<file path="config.mk">
export PLATFORM = sky130hd
export DESIGN_NAME = branch_predict_unit
export DESIGN_NICKNAME = d
export VERILOG_FILES = /design/src/rtl/bpu_pkg.sv /design/src/rtl/branch_target_buffer.sv /design/src/rtl/branch_predict_unit.sv
export SDC_FILE = /design/constraint.sdc
export NUM_CORES = 2
export LEC_CHECK = 0
export ABC_CLOCK_PERIOD_IN_PS = 6700
export CORE_MARGIN = 2
export CORE_UTILIZATION = 45
export DETAILED_ROUTE_END_ITERATION = 12
export MAX_ROUTING_LAYER = met4
export PLACE_DENSITY = 0.67
export SYNTH_ARGS = -nofsm -noshare
export SYNTH_HDL_FRONTEND = slang
export SYNTH_HIERARCHICAL = 1
export SYNTH_SLANG_ARGS = --single-unit
</file>
<file path="constraint.sdc">
create_clock -name clk -period 6.7 [get_ports clk]
set_clock_uncertainty 0.1 [all_clocks]
set_input_delay 1.675 -clock clk [delete_from_list [all_inputs] [get_ports clk]]
set_output_delay 1.675 -clock clk [all_outputs]
set_load 0.005 [all_outputs]
</file>
<file path="src/rtl/bpu_pkg.sv">
// Shared definitions for the branch prediction unit: DLX control opcodes,
// control-instruction classification and saturating counter helpers.
package bpu_pkg;

  localparam logic [5:0] OP_J    = 6'h02;
  localparam logic [5:0] OP_JAL  = 6'h03;
  localparam logic [5:0] OP_BEQZ = 6'h04;
  localparam logic [5:0] OP_BNEZ = 6'h05;
  localparam logic [5:0] OP_JR   = 6'h12;
  localparam logic [5:0] OP_JALR = 6'h13;

  typedef enum logic [2:0] {
    CK_NONE,
    CK_COND,
    CK_JUMP,
    CK_JUMP_LINK,
    CK_JUMP_REG,
    CK_JUMP_REG_LINK
  } ctrl_kind_t;

  function automatic ctrl_kind_t decode_kind(input logic [5:0] op);
    case (op)
      OP_BEQZ, OP_BNEZ: return CK_COND;
      OP_J:             return CK_JUMP;
      OP_JAL:           return CK_JUMP_LINK;
      OP_JR:            return CK_JUMP_REG;
      OP_JALR:          return CK_JUMP_REG_LINK;
      default:          return CK_NONE;
    endcase
  endfunction

  // Counters are passed as 32-bit values so one helper serves any width.
  function automatic int unsigned ctr_sat_inc(input int unsigned ctr, input int unsigned bits);
    int unsigned max_v;
    max_v = (32'd1 << bits) - 32'd1;
    return (ctr >= max_v) ? max_v : ctr + 32'd1;
  endfunction

  function automatic int unsigned ctr_sat_dec(input int unsigned ctr, input int unsigned bits);
    if (bits == 0) return 32'd0;
    return (ctr == 32'd0) ? 32'd0 : ctr - 32'd1;
  endfunction

endpackage

</file>
<file path="src/rtl/branch_target_buffer.sv">
// Direct-mapped BTB: combinational lookup, one resolve-side update port that
// does its own read-modify-write of the direction counter, one invalidate port.
module branch_target_buffer
  import bpu_pkg::*;
#(
  parameter int XLEN     = 32,
  parameter int ENTRIES  = 16,
  parameter int CTR_BITS = 2
) (
  input  logic            clk,
  input  logic            rst_n,
  input  logic [XLEN-1:0] rd_pc,
  output logic            rd_hit,
  output logic [XLEN-1:0] rd_target,
  output logic [CTR_BITS-1:0] rd_ctr,
  input  logic            wr_en,
  input  logic [XLEN-1:0] wr_pc,
  input  logic            wr_taken,
  input  logic            wr_uncond,
  input  logic [XLEN-1:0] wr_target,
  input  logic            inv_en,
  input  logic [XLEN-1:0] inv_pc
);

  localparam int IDX  = $clog2(ENTRIES);
  localparam int TAGW = XLEN - IDX - 2;

  localparam logic [CTR_BITS-1:0] CTR_MAX     = '1;
  localparam logic [CTR_BITS-1:0] CTR_WEAK_T  = CTR_BITS'(32'd1 << (CTR_BITS - 1));
  localparam logic [CTR_BITS-1:0] CTR_WEAK_NT = CTR_BITS'((32'd1 << (CTR_BITS - 1)) - 32'd1);

  logic [ENTRIES-1:0] valid_q;
  logic [TAGW-1:0]     tag_q    [ENTRIES];
  logic [XLEN-1:0]     target_q [ENTRIES];
  logic [CTR_BITS-1:0] ctr_q    [ENTRIES];

  logic [IDX-1:0]  rd_idx, wr_idx, inv_idx;
  logic [TAGW-1:0] rd_tag, wr_tag;
  logic            wr_hit;
  logic [CTR_BITS-1:0] ctr_next;

  assign rd_idx  = rd_pc[IDX+1:2];
  assign rd_tag  = rd_pc[XLEN-1:IDX+2];
  assign wr_idx  = wr_pc[IDX+1:2];
  assign wr_tag  = wr_pc[XLEN-1:IDX+2];
  assign inv_idx = inv_pc[IDX+1:2];

  assign rd_hit    = valid_q[rd_idx] && (tag_q[rd_idx] == rd_tag);
  assign rd_target = target_q[rd_idx];
  assign rd_ctr    = ctr_q[rd_idx];

  assign wr_hit = valid_q[wr_idx] && (tag_q[wr_idx] == wr_tag);

  // Next counter value for the resolving entry: jumps pin to max, fresh
  // conditional allocations start weakly taken.
  always_comb begin
    ctr_next = ctr_q[wr_idx];
    if (wr_uncond)
      ctr_next = CTR_MAX;
    else if (!wr_hit)
      ctr_next = CTR_WEAK_T;
    else if (wr_taken)
      ctr_next = CTR_BITS'(ctr_sat_inc(32'(ctr_q[wr_idx]), CTR_BITS));
    else
      ctr_next = CTR_BITS'(ctr_sat_dec(32'(ctr_q[wr_idx]), CTR_BITS));
  end

  // Valid bits and counters: reset to empty/weakly not-taken, then update.
  always_ff @(posedge clk or negedge rst_n) begin
    if (!rst_n) begin
      valid_q <= '0;
      for (int i = 0; i < ENTRIES; i++) ctr_q[i] <= CTR_WEAK_NT;
    end else if (inv_en) begin
      valid_q[inv_idx] <= 1'b0;
    end else if (wr_en && (wr_hit || wr_taken)) begin
      valid_q[wr_idx] <= 1'b1;
      ctr_q[wr_idx]   <= ctr_next;
    end
  end

  // Tag and target carry no reset; they are qualified by the valid bit.
  always_ff @(posedge clk) begin
    if (wr_en && wr_taken && !inv_en) begin
      tag_q[wr_idx]    <= wr_tag;
      target_q[wr_idx] <= wr_target;
    end
  end

endmodule

</file>
<file path="src/rtl/branch_predict_unit.sv">
// Branch resolve for J/JAL/JR/JALR/BEQZ/BNEZ with BTB-based prediction,
// registered redirect/flush on mispredict and registered R31 link write.
module branch_predict_unit
  import bpu_pkg::*;
#(
  parameter int XLEN        = 32,
  parameter int BTB_ENTRIES = 16,
  parameter int CTR_BITS    = 2
) (
  input  logic            clk,
  input  logic            rst_n,
  input  logic [XLEN-1:0] if_pc,
  output logic            pred_taken,
  output logic [XLEN-1:0] pred_target,
  input  logic            ex_valid,
  input  logic [31:0]     ex_instruction,
  input  logic [XLEN-1:0] ex_pc,
  input  logic [XLEN-1:0] ex_rs1,
  input  logic            ex_pred_taken,
  input  logic [XLEN-1:0] ex_pred_target,
  output logic            redirect_valid,
  output logic [XLEN-1:0] redirect_pc,
  output logic            flush,
  output logic            link_we,
  output logic [XLEN-1:0] link_data,
  output logic [15:0]     mispredict_count
);

  ctrl_kind_t      kind;
  logic            is_ctrl, is_uncond, is_link;
  logic            taken, mispredict, accept;
  logic [XLEN-1:0] ex_pc4, target, next_pc;
  logic [XLEN-1:0] off_j, off_b;

  logic            btb_hit;
  logic [XLEN-1:0] btb_target;
  logic [CTR_BITS-1:0] btb_ctr;

  logic            redirect_q, shadow_q, link_we_q;
  logic [XLEN-1:0] redirect_pc_q, link_data_q;
  logic [15:0]     mis_cnt_q;

  branch_target_buffer #(
    .XLEN     (XLEN),
    .ENTRIES  (BTB_ENTRIES),
    .CTR_BITS (CTR_BITS)
  ) u_btb (
    .clk       (clk),
    .rst_n     (rst_n),
    .rd_pc     (if_pc),
    .rd_hit    (btb_hit),
    .rd_target (btb_target),
    .rd_ctr    (btb_ctr),
    .wr_en     (accept && is_ctrl),
    .wr_pc     (ex_pc),
    .wr_taken  (taken),
    .wr_uncond (is_uncond),
    .wr_target (target),
    .inv_en    (accept && !is_ctrl && ex_pred_taken),
    .inv_pc    (ex_pc)
  );

  assign pred_taken  = btb_hit && btb_ctr[CTR_BITS-1];
  assign pred_target = btb_hit ? btb_target : (if_pc + XLEN'(32'd4));

  assign ex_pc4 = ex_pc + XLEN'(32'd4);
  assign off_j  = {{(XLEN-26){ex_instruction[25]}}, ex_instruction[25:0]};
  assign off_b  = {{(XLEN-16){ex_instruction[15]}}, ex_instruction[15:0]};

  // Decode, actual direction and target of the instruction in EX.
  always_comb begin
    kind   = decode_kind(ex_instruction[31:26]);
    target = ex_pc4;
    taken  = 1'b0;
    case (kind)
      CK_COND: begin
        target = ex_pc4 + off_b;
        taken  = (ex_instruction[31:26] == OP_BNEZ) ? (ex_rs1 != '0) : (ex_rs1 == '0);
      end
      CK_JUMP, CK_JUMP_LINK: begin
        target = ex_pc4 + off_j;
        taken  = 1'b1;
      end
      CK_JUMP_REG, CK_JUMP_REG_LINK: begin
        target = ex_rs1;
        taken  = 1'b1;
      end
      default: begin
        target = ex_pc4;
        taken  = 1'b0;
      end
    endcase
  end

  assign is_ctrl    = (kind != CK_NONE);
  assign is_uncond  = is_ctrl && (kind != CK_COND);
  assign is_link    = (kind == CK_JUMP_LINK) || (kind == CK_JUMP_REG_LINK);
  assign next_pc    = taken ? target : ex_pc4;
  // A non-control instruction predicted taken falls out here as taken != pred.
  assign mispredict = (taken != ex_pred_taken) || (taken && (target != ex_pred_target));
  // The instruction right behind a redirect is wrong-path and is dropped.
  assign accept     = ex_valid && !shadow_q;

  // Redirect, link, shadow and mispredict statistics registers.
  always_ff @(posedge clk or negedge rst_n) begin
    if (!rst_n) begin
      redirect_q    <= 1'b0;
      redirect_pc_q <= '0;
      shadow_q      <= 1'b0;
      link_we_q     <= 1'b0;
      link_data_q   <= '0;
      mis_cnt_q     <= '0;
    end else begin
      redirect_q <= accept && mispredict;
      shadow_q   <= accept && mispredict;
      link_we_q  <= accept && is_link;
      if (accept && mispredict) begin
        redirect_pc_q <= next_pc;
        if (mis_cnt_q != 16'hFFFF) mis_cnt_q <= mis_cnt_q + 16'd1;
      end
      if (accept && is_link) link_data_q <= ex_pc4;
    end
  end

  assign redirect_valid   = redirect_q;
  assign flush            = redirect_q;
  assign redirect_pc      = redirect_pc_q;
  assign link_we          = link_we_q;
  assign link_data        = link_data_q;
  assign mispredict_count = mis_cnt_q;

endmodule
</file>
Word-level counts from Yosys, hierarchy flattened
Memories as Yosys holds them, arrays and structs flattened.
Index checks and enable logic that the tools add are counted.
- flip-flop bits (word level): 130
- memory bits (writable): 928
- bits of input ports: 164
- output and inout port bits: 116
- logic and storage cells: 124
- memories: 2
- memories (memory ; depth ; bits a word ; rd ports ; clocked after Yosys merged registers in ; write ports ; line ; text):
    u_btb.target_q ; 16 ; 32 ; 1 ; 0 ; 1 ; branch_target_buffer.sv:34 ; logic [XLEN-1:0] target_q [ENTRIES];
    u_btb.tag_q ; 16 ; 26 ; 2 ; 0 ; 1 ; branch_target_buffer.sv:33 ; logic [TAGW-1:0] tag_q [ENTRIES];
- add/sub/neg operators: 7
- magnitude comparators: 7
- eq/ne operators: 17
- muxes and demuxes: 30
- bitwise gates (word level): 6
- reduce and logical (&&, ||, !) cells: 33
- operators with widths (operator ; number):
    $pmux 32 s3 ; 1
    $add 32x3->32 const B ; 2
    $add 32x32->32 ; 2
    $mux 32 ; 2
    $eq 26x26->1 ; 2
    $bwmux 32 ; 1
    $logic_not 32->1 ; 1
    $mux 16 ; 2
    $ne 32x32->1 ; 1
    $reduce_bool 32->1 ; 1
    $mux 2 ; 10
    $add 16x1->16 const B ; 1
    $and 16x16->16 ; 1
    $bmux 2 s4 ; 2
    $logic_and 1x1->1 ; 16
    $ne 16x16->1 const B ; 1
    $not 16->16 ; 1
    $or 16x16->16 ; 1
    $pmux 3 s5 ; 1
    $eq 6x2->1 const B ; 2
    $eq 6x3->1 const B ; 2
    $eq 6x5->1 const B ; 2
    $ge 5x5->1 const B ; 2
    $lt 4x5->1 const B ; 2
    25 further kinds ; 41

Depth between registers and ports, before layout
- word-level depth: 11
- depth in mapped cells: 21
- gate-level depth less buffers: 19

By module
Netlist, hierarchy kept.
- by module, submodules not included (module ; instances ; cells each ; area an instance (µm²) ; sequential area each (µm²)):
    branch_target_buffer ; 1 ; 1899 ; 42244.3 ; 29087.9
    branch_predict_unit ; 1 ; 1190 ; 9117.5 ; 2052.0

Worst setup path before layout
Ideal clock, no wire load.
- kind: input to register
- from: input port ex_instruction[28]
- to: memory u_btb/tag_q[14][0] in the netlist's numbering, enable pin
- setup time: 0.478 ns
- arrival time: 6.711 ns
- data required time: 6.122 ns
- path slack: -0.589 ns
- stages on the path: 11
- buffers on the path: 6
- cell sequence: or4b_1 clkbuf_2 o31a_1 buf_2 clkbuf_1 a21oi_1 clkbuf_1 clkbuf_1 bufbuf_8 nand3_1 nor2_1
- elaborated cells between the ends (all ways): 26
- those cells by class: eq/ne (11); mux (5); reduce/logical (10)
- RTL lines (item ; line ; text):
    start: declaration ; branch_predict_unit.sv:16 ; input logic [31:0] ex_instruction,
    $eq 6x3->1 (on tied branches) ; bpu_pkg.sv:22, branch_predict_unit.sv:78 ;
    $reduce_or 2->1 ; bpu_pkg.sv:22 ; case (op)
    $pmux 3 s5 ; bpu_pkg.sv:22 ;
    $eq 3x2->1 / $eq 3x3->1 (equally long branches) ; branch_predict_unit.sv:75 ; case (kind)
    $reduce_or 4->1 (no line) ; - ;
    $pmux 1 s2 (*) ; branch_predict_unit.sv:75 ;
    named net taken ; branch_predict_unit.sv:31 ; logic taken, mispredict, accept;
    $logic_and 1x1->1 (*) (2 in a row) ; branch_target_buffer.sv:83 ; if (wr_en && wr_taken && !inv_en) begin
    $mux 1 (*) ; branch_target_buffer.sv:83 ;
    $mux 1 (not written as such) (*) ; branch_target_buffer.sv:84 ; tag_q[wr_idx] <= wr_tag;
    end: declaration ; branch_target_buffer.sv:33 ;
Mark *: on every way through the listed nets, which the timed path passes. The rest lies on a longest branch.

Worst setup path in the final report
- from: input port if_pc[2]
- to: output port pred_target[7]
- cells in the longest elaborated chain, start to end: 4
- elaborated cells between the ends (all ways): 8
- those cells by class: add/sub (1); eq/ne (1); mux (3); reduce/logical (1); memory (2)
- RTL lines (item ; line ; text):
    start: declaration ; branch_predict_unit.sv:12 ; input logic [XLEN-1:0] if_pc,
    $mem_v2 16x26 / $bmux 1 s4 (equally long branches) ; - ;
    $eq 26x26->1 / $mux 1 (equally long branches) ; branch_target_buffer.sv:48 ; assign rd_hit = valid_q[rd_idx] && (tag_q[rd_idx] == rd_tag);
    $logic_and 1x1->1 (*) ; branch_target_buffer.sv:48 ;
    named net btb_hit ; branch_predict_unit.sv:35 ; logic btb_hit;
    $mux 32 (*) ; branch_predict_unit.sv:64 ; assign pred_target = btb_hit ? btb_target : (if_pc + XLEN'(32'd4));
    end: declaration ; branch_predict_unit.sv:14 ; output logic [XLEN-1:0] pred_target,
Mark *: on every way through the listed nets, which the timed path passes. The rest lies on a longest branch. The select of a mux whose other input is x is not followed.

==> run metrics <==
final setup TNS=-2670 ps; Final Non-Filler Cells=5480; Die Wd=341 um; Synthesized Nets=roughly 3300; Tightest Pin Transition=973 ps; routability cong.=between 1 and 1.5; PD cells=242 mW/mm2; worst hold-check path type=flop to flop; synth warn=6; failing checks=setup timing; Final WS setup=-183 ps; hold depth=1; endpoints failing setup=30; Vias=35000; CTS Buf Count=104; Leakage=22.6 nW; Detail Placement HPWL=around 120 mm; Placed Instances=5232; fin area=between 0.06 and 0.07 mm2; total die area=0.117 mm2; Clock Latency Late Sink=between 600 and 700 ps; drt pass-1 iters=6; largest net degree at the start of global routing=90; Tmin final=just under 7000 ps; MaxCap Viol Count=0; Worst-path clk slew=60 ps; RSZ-0062 raised after global routing=yes; H-tree level count=3; drt wl/cell=~33 um; die height=341 um; maximum clock path buffer count=3; overall routing resource usage=roughly a third; total clock sinks=roughly 1100; CTS tree=built; final hold violations=0; critical setup path kind=input pin to output pin; first-pass GRT wire length=253 mm; fin crit share=103%; Achievable Freq=145 MHz; CP max FO=7; mapped cell area=about 0.051 mm2; Final Power=15.7 mW; core footprint=between 0.1 and 0.15 mm2; grt total ovfl=0; layout cells sized above 1=36.1%; Hold Buf Count CTS=0; slew margin rel.=35.1%; initial core utilization=45.5%; initial antenna violation count=6; P&R area growth vs syn=26.4%; DRT iter0 DRCs=4741; Cells after Synth=3084; antenna viol nets, final=0; # DRC=0; worst vdd ir=~0.0002 V; reg2reg path depth=11; vias in the first global route=34700; Crit. End Element=output pin; vias per cell=6.39; routed wire length=178 mm; critical path data arrival time=roughly 5100 ps; CP Launch Type=input pin; Final Max Slew Viols=0; dpl cell area=0.0600 mm2; Avg Synthesized Cell Area=16.6 um2; status=complete, but fails checks; std cell rows=123; IO Count=280; Port Buffers=279; Root Buffer=clkbuf_16; WP data required=between 4000 and 5000 ps; # nets final=around 4100
==> flip-flops by register name, summed over array words and instances (netlist names) <==
name,count
link_data,32
link_we,1
mispredict_count,16
redirect_pc,32
shadow_q,1
u_btb/ctr_q,32
u_btb/tag_q,416
u_btb/target_q,512
u_btb/valid_q,16
==> metrics by stage <==
step / hold slack (ps) / util (%) / setup slack, ps
detailed placement: 391 / 53.3 / -1210
global placement: 390 / 53.3 / -1250
finish: 395 / 57.5 / -183
CTS: 402 / 57.2 / -295
floorplan: 369 / - / -575
global route: 425 / 57.5 / -307
==> power breakdown <==
| group | switching [mW] | internal, mW |
|---|---|---|
| sequential | 0.0916 | 7.31 |
| combinational | 1.18 | 1.07 |
| clock | 2.55 | 3.48 |
==> critical path, cell delays in order <==
cell	delay, ps
buf_16	120
buf_12	140
buf_8	150
mux4_2	500
mux4_2	550
xnor2_2	160
nand4_1	130
or4_4	580
nor4_4	160
buf_6	210
buf_12	160
buf_12	140
nand2_4	50
o21ai_4	140
buf_2	190
==> repair_timing <==
item / CTS / global route
gates resized for setup: 292 / 70
cloned: 6 / 0
setup endpoints to repair: 68 / 82
endpoints found under the hold margin: 0 / 0
pin swaps: 15 / 18
buffers inserted: 31 / 15
==> placed cells by master (no fill, tap or decap), types with 15 or more instances in the layout <==
master and count:
o211ai_1 19, nor2_1 110, nor4_1 15, nor2_4 16, a22oi_1 15, and3_1 18
buf_4 490, nand2_1 128, o21ai_0 76, buf_2 29, clkdlybuf4s50_1 235, inv_1 58
edfxtp_1 928, mux2i_1 85, dfrtp_1 114, dfstp_2 16, and2_1 16, clkinv_1 25
mux4_2 382, xnor2_1 92, ha_1 31, nand4_1 63, mux2_2 48, clkbuf_16 108
xor2_1 37, buf_6 28, o21ai_4 22, nor3_1 29, o22a_1 18, nand3_1 87
a21oi_1 80, mux2_4 30, clkinv_2 20, nand2_4 19, mux4_1 19, buf_12 75
==> layout make-up <==
cell class                      count  area [um2]
Timing Repair Buffer              874        8320
Antenna cell                        6        15.0
Clock inverter                     75         756
Clock buffer                      121        2750
Inverter                           60         225
Tap cell                         1500        1880
Sequential cell                  1058       31100
Fill cell                        8582       47900
Multi-Input combinational cell   1786       19700
==> worst paths after layout <==
| path | to | slack [ps] | startpoint |
|---|---|---|---|
| setup / recovery | pred_target[7] | -180 | if_pc[2] |
| setup reg to reg | u_btb/ctr_q[26] | 3140 | u_btb/tag_q[14][17] |
| hold reg to reg | mispredict_count[8] | 400 | mispredict_count[8] |
| min in group asynchronous | link_data[0] | 940 | rst_n |
| max in group asynchronous | redirect_pc[23] | 4340 | rst_n |
| hold / removal | mispredict_count[8] | 400 | mispredict_count[8] |
==> layer usage <==
| layer | up-vias | part of all wire [%] | global-route usage [%] |
|---|---|---|---|
| met5 | - | 0 | - |
| met4 | 0 | 4.9 | 13.4 |
| met3 | 340 | 10 | 5.91 |
| met2 | 2208 | 46 | 46.9 |
| met1 | 18200 | 39 | 42.6 |
| li1 | 14300 | - | - |
No activity file was read; power rests on OpenSTA's default activity.
